File: config.mk
export PLATFORM = sky130hd
export DESIGN_NAME = pe_simd_mac
export DESIGN_NICKNAME = d
export VERILOG_FILES = /design/src/rtl/pe_simd_mac.sv
export SDC_FILE = /design/constraint.sdc
export NUM_CORES = 2
export LEC_CHECK = 0
export ABC_CLOCK_PERIOD_IN_PS = 34200
export CELL_PAD_IN_SITES_DETAIL_PLACEMENT = 1
export CELL_PAD_IN_SITES_GLOBAL_PLACEMENT = 1
export CORE_MARGIN = 3
export CORE_UTILIZATION = 27
export DETAILED_ROUTE_END_ITERATION = 10
export GPL_TIMING_DRIVEN = 0
export HOLD_SLACK_MARGIN = 0.08
export PLACE_DENSITY = 0.58
export SYNTH_ARGS = -nofsm -noshare
export SYNTH_HDL_FRONTEND = slang
export SYNTH_SLANG_ARGS = --single-unit
File: constraint.sdc
create_clock -name clk -period 34.2 [get_ports clk]
set_input_delay 10.26 -clock clk [delete_from_list [all_inputs] [get_ports clk]]
set_output_delay 10.26 -clock clk [all_outputs]
set_load 0.005 [all_outputs]
File: src/rtl/pe_simd_mac.sv
// SIMD multiply-accumulate processing element: INT8/INT16 lanes, two-stage
// product/accumulate pipeline, packet framing with a ready/valid result port.
module pe_simd_mac #(
    parameter int unsigned DATA_W   = 32,
    parameter int unsigned ACC_W    = 32,
    parameter bit          SATURATE = 1'b1
) (
    input  logic                        clk,
    input  logic                        rst,
    input  logic                        mode,
    input  logic                        is_signed,
    input  logic                        in_valid,
    output logic                        in_ready,
    input  logic [DATA_W-1:0]           in_a,
    input  logic [DATA_W-1:0]           in_b,
    input  logic                        in_last,
    output logic                        out_valid,
    input  logic                        out_ready,
    output logic [(DATA_W/8)*ACC_W-1:0] out_acc,
    output logic [DATA_W/8-1:0]         out_ovf
);

    localparam int unsigned LANES  = DATA_W / 8;
    localparam int unsigned HALF   = LANES / 2;
    localparam int unsigned OP_W   = 17;
    localparam int unsigned PROD_W = 34;
    localparam int unsigned SUM_W  = ((ACC_W > PROD_W) ? ACC_W : PROD_W) + 2;

    localparam logic signed [SUM_W-1:0] ONE  = SUM_W'(1);
    localparam logic signed [SUM_W-1:0] SMAX = (ONE <<< (ACC_W - 1)) - ONE;
    localparam logic signed [SUM_W-1:0] SMIN = -(ONE <<< (ACC_W - 1));
    localparam logic signed [SUM_W-1:0] UMAX = (ONE <<< ACC_W) - ONE;

    typedef enum logic [1:0] {
        S_ACC   = 2'd0,
        S_FLUSH = 2'd1,
        S_OUT   = 2'd2
    } state_t;

    state_t state, state_nx;

    logic                          beat;
    logic                          first_q;
    logic                          mode_q;
    logic                          sign_q;
    logic                          eff_mode;
    logic                          eff_sign;
    logic                          s2_valid;
    logic                          s2_first;
    logic [LANES-1:0][PROD_W-1:0]  prod_c;
    logic [LANES-1:0][PROD_W-1:0]  prod_q;
    logic [LANES-1:0][ACC_W-1:0]   acc_q;
    logic [LANES-1:0][ACC_W-1:0]   acc_nx;
    logic [LANES-1:0]              ovf_q;
    logic [LANES-1:0]              ovf_nx;

    assign beat = in_valid & in_ready;

    // The first beat of a packet uses the live mode/sign; later beats use the latched copy.
    assign eff_mode = first_q ? mode : mode_q;
    assign eff_sign = first_q ? is_signed : sign_q;

    always_ff @(posedge clk or posedge rst) begin
        if (rst) begin
            state <= S_ACC;
        end else begin
            state <= state_nx;
        end
    end

    always_comb begin
        state_nx = state;
        case (state)
            S_ACC:   if (beat && in_last) state_nx = S_FLUSH;
            S_FLUSH: state_nx = S_OUT;
            S_OUT:   if (out_ready) state_nx = S_ACC;
            default: state_nx = S_ACC;
        endcase
    end

    always_comb begin
        in_ready  = 1'b0;
        out_valid = 1'b0;
        case (state)
            S_ACC:   in_ready  = ~rst;
            S_OUT:   out_valid = 1'b1;
            default: ;
        endcase
    end

    for (genvar i = 0; i < LANES; i++) begin : g_lane
        logic signed [OP_W-1:0] a8;
        logic signed [OP_W-1:0] b8;
        logic signed [OP_W-1:0] a16;
        logic signed [OP_W-1:0] b16;
        logic signed [OP_W-1:0] op_a;
        logic signed [OP_W-1:0] op_b;

        assign a8 = {{(OP_W-8){eff_sign & in_a[8*i+7]}}, in_a[8*i +: 8]};
        assign b8 = {{(OP_W-8){eff_sign & in_b[8*i+7]}}, in_b[8*i +: 8]};

        // Lanes beyond the INT16 lane count contribute zero in INT16 mode.
        if (i < HALF) begin : g_wide
            assign a16 = {eff_sign & in_a[16*i+15], in_a[16*i +: 16]};
            assign b16 = {eff_sign & in_b[16*i+15], in_b[16*i +: 16]};
        end else begin : g_narrow
            assign a16 = '0;
            assign b16 = '0;
        end

        assign op_a      = eff_mode ? a16 : a8;
        assign op_b      = eff_mode ? b16 : b8;
        assign prod_c[i] = PROD_W'(op_a) * PROD_W'(op_b);
    end

    // Stage 1: capture products and packet framing on each accepted beat.
    always_ff @(posedge clk or posedge rst) begin
        if (rst) begin
            prod_q   <= '0;
            s2_valid <= 1'b0;
            s2_first <= 1'b0;
            first_q  <= 1'b1;
            mode_q   <= 1'b0;
            sign_q   <= 1'b0;
        end else begin
            s2_valid <= beat;
            if (beat) begin
                prod_q   <= prod_c;
                s2_first <= first_q;
                first_q  <= in_last;
                if (first_q) begin
                    mode_q <= mode;
                    sign_q <= is_signed;
                end
            end
        end
    end

    // Stage 2 arithmetic: full-precision sum, range check, clamp or wrap.
    always_comb begin
        logic signed [SUM_W-1:0] lim_hi;
        logic signed [SUM_W-1:0] lim_lo;
        logic signed [SUM_W-1:0] acc_ext;
        logic signed [SUM_W-1:0] sum;
        acc_nx  = acc_q;
        ovf_nx  = ovf_q;
        lim_hi  = sign_q ? SMAX : UMAX;
        lim_lo  = sign_q ? SMIN : '0;
        acc_ext = '0;
        sum     = '0;
        for (int i = 0; i < LANES; i++) begin
            acc_ext = s2_first ? '0 :
                      {{(SUM_W-ACC_W){sign_q & acc_q[i][ACC_W-1]}}, acc_q[i]};
            sum     = acc_ext + SUM_W'($signed(prod_q[i]));
            ovf_nx[i] = s2_first ? 1'b0 : ovf_q[i];
            if (sum > lim_hi) begin
                ovf_nx[i] = 1'b1;
                acc_nx[i] = SATURATE ? lim_hi[ACC_W-1:0] : sum[ACC_W-1:0];
            end else if (sum < lim_lo) begin
                ovf_nx[i] = 1'b1;
                acc_nx[i] = SATURATE ? lim_lo[ACC_W-1:0] : sum[ACC_W-1:0];
            end else begin
                acc_nx[i] = sum[ACC_W-1:0];
            end
        end
    end

    always_ff @(posedge clk or posedge rst) begin
        if (rst) begin
            acc_q <= '0;
            ovf_q <= '0;
        end else begin
            if (beat && first_q) begin
                ovf_q <= '0;
            end
            if (s2_valid) begin
                acc_q <= acc_nx;
                ovf_q <= ovf_nx;
            end
        end
    end

    assign out_acc = acc_q;
    assign out_ovf = ovf_q;

endmodule
==> flow_summary.yaml <==
finish:
  drive_above_1_share: 0.0188
  final_nets: 8091
  final_cell_count_no_fill: 9325
  area_delta_synth_final_pct: 12.1
clocking:
  clkTransAtPathRegs_ns: 0.05
  cts_hold_buf: 0
  ctsHtreeMaxLevel: 2
  clkLatencyLatePin_ns: 0.62
  cts_buffers: 36
  cts_setup_buffers: 0
  ctsResizeCount: 0
  root_buffer: "clkbuf_16"
  cts_tree: "done"
  cts_buffer_depth: 3
  cts.sinks: 275
status:
  status: "finished, violations left"
  violations: "max-capacitance violations, max-slew violations"
sta:
  skew_ns: 0.0380
  post-route-period-util: 0.641
  period_needed_ns: 21.92
  fmax_mhz: 45.6
  relSlewSlack: -0.0109
  rsz0062_at_grt: "no"
  slew_viol_final: 11
  hold_violations: 0
  tightest_slew_ns: 1.52
  setup_viol: 0
  fin_setup_tns_ns: 0
floorplanning:
  ios: 205
  die-area_um2: 208000
  die_w_um: 456
  rows: 164
  start_util: 0.273
  die_y_um: 456
  core_um2: 200000
critical_path:
  crit_path_cell_trace: "clkdlybuf4s50_1, nor3_1, clkdlybuf4s50_1"
  critPathSlowestCell: "clkdlybuf4s50_1"
  path_delay_family: "buffers and inverters"
  rr_worst_depth: 32
  cp-end-kind: "output port"
  cp_max_fo: 3
  critPathBufInv: 2
  crit_path_max_incr_delay_ns: 0.57
  crit_top_cell: "clkdlybuf4s50_1"
  arrival_ns: 11.66
  crit_type: "in2out"
  cp.depth: 3
  worst-endpoint-required_ns: 23.94
  worst_setup_path_start_kind: "input pin"
drt:
  drt_iter0_markers: 2656
  wire_per_inst_um: 22.5
  first_pass_iters: 5
  remaining_drc_errors: 0
  drt-total-wl_mm: 210
  ant_nets: 0
  vias: 45565
  vias_per_cell: 4.89
yosys:
  synthTopCellsByCount: "inv_1, fa_1, nand2_1"
  synth_cells: 6401
  netlist_area_um2: 54600
  synth_nets: 7855
  synth_edf_count: 0
  synth_top_area_share: 0.329
  synth_cell_type_count: 89
  yosysWarnings: 0
  post-synth-top-area-cell: "fa_1"
  seq_area_frac_synth: 0.126
  ys_top_cells_by_area: "fa_1, dfrtp_1, ha_1"
  synth.avg_cell_area_um2: 8.54
  ys.flop_type: "dfrtp_1"
  synth.most_common_cell: "inv_1"
  synth_seq_cells: 275
  async_flop_share: 1.00
grt:
  antenna_found_initial: 24
  grt_overflow: 0
  grt_pass1_wl_mm: 318
  grt_pass1_vias: 49395
  grt_usage: 0.201
  grt_max_degree: 97
place:
  gp_congestion: 0.897
  post-place-cells: 9255
  dp.final_hpwl_mm: 178
  port_buffers: 195
hold_path:
  min_delay_path_depth: 2
  hp-class: "reg2reg"
flow_run:
  cap_viol_max_count: 1
[state kept, by name, summed over array words and instances (netlist names)]
| signal | flops |
|---|---|
| sign_q | 1 |
| out_ovf | 4 |
| s2_first | 1 |
| out_acc | 128 |
| state | 2 |
| mode_q | 1 |
| first_q | 1 |
| prod_q | 136 |
| s2_valid | 1 |
[stage by stage]
step           area [um2]  hold slack [ns]   util  worst slack [ns]
2_1_floorplan       54600            0.445      -             13.44
3_3_place_gp        59900            0.474  0.299             11.80
3_5_place_dp        60000            0.479  0.299             12.28
4_1_cts             61300            0.493  0.306             12.29
5_1_grt             61300            0.523  0.306             12.19
6_report            61300            0.490  0.306             12.28
[area by class of cell]
class,count,area (um2)
Fill cell,23797,139000
Multi-Input combinational cell,4726,42500
Sequential cell,275,6880
Inverter,1145,4310
Tap cell,2656,3320
Timing Repair Buffer,198,2030
Buffer,255,973
Clock buffer,39,922
Clock inverter,25,324
Antenna cell,6,15.0
[layout by cell type, fill, tap and decap left out, types with 22 or more instances in the layout]
cell type        instances
and3_1                 144
nand2_1                662
nand2b_1                48
nand3_1                 92
nand4_1                 28
or3_1                   23
clkbuf_16               36
o21ai_0                267
a21oi_1                300
nor2_1                 538
o22a_1                  28
fa_1                   897
xnor2_1                132
o21bai_1                23
xor2_1                  82
a21o_1                 103
a31oi_1                 63
dfrtp_1                274
inv_1                 1143
o21ai_1                 22
nor3_1                  87
o31ai_1                 34
and2_1                 158
clkbuf_1               241
o21a_1                  36
ha_1                   486
a211oi_1                39
nor2b_1                163
clkdlybuf4s50_1        195
[worst paths after layout]
kind	startpoint	end	slack, ns
setup / recovery	rst	in_ready	12.28
hold / removal	prod_q[74]$_DFFE_PP0P_	prod_q[74]$_DFFE_PP0P_	0.49
setup reg to reg	sign_q$_DFFE_PP0P_	prod_q[67]$_DFFE_PP0P_	19.43
hold reg to reg	prod_q[74]$_DFFE_PP0P_	prod_q[74]$_DFFE_PP0P_	0.49
max in group asynchronous	rst	out_acc[14]$_DFFE_PP0P_	22.99
min in group asynchronous	rst	state[0]$_DFFE_PP0P_	10.02
[worst register-to-register path, delay by kind of cell, from the launching register on]
family / cells / cell delay, ns
and+or+nand+nor: 3 / 0.99
DFF: 1 / 0.85
AOI/OAI and AO/OA: 12 / 5.47
xor gates and xnor gates: 1 / 0.36
adders and majority gates: 7 / 3.36
buffers and inverters: 9 / 3.59
[cells by family after synthesis]
family	share of synthesized area
buffers and inverters	0.0964
multiplexers	0.00309
adder cells (fa/ha/maj)	0.440
AO/OA/AOI/OAI	0.125
flip-flops	0.126
AND/OR/NAND/NOR	0.175
XOR/XNOR	0.0343
[metal layers]
metal	global-route usage	vias to the layer above	part of all wire
li1	-	20949	-
met1	0.263	23534	0.44
met2	0.342	817	0.48
met3	0.0126	265	0.029
met4	0.0858	0	0.049
met5	0	-	0
Power is left out: the tool's default activity adds up to more than one toggle a clock period on the data nets, which glitch-free logic cannot reach.
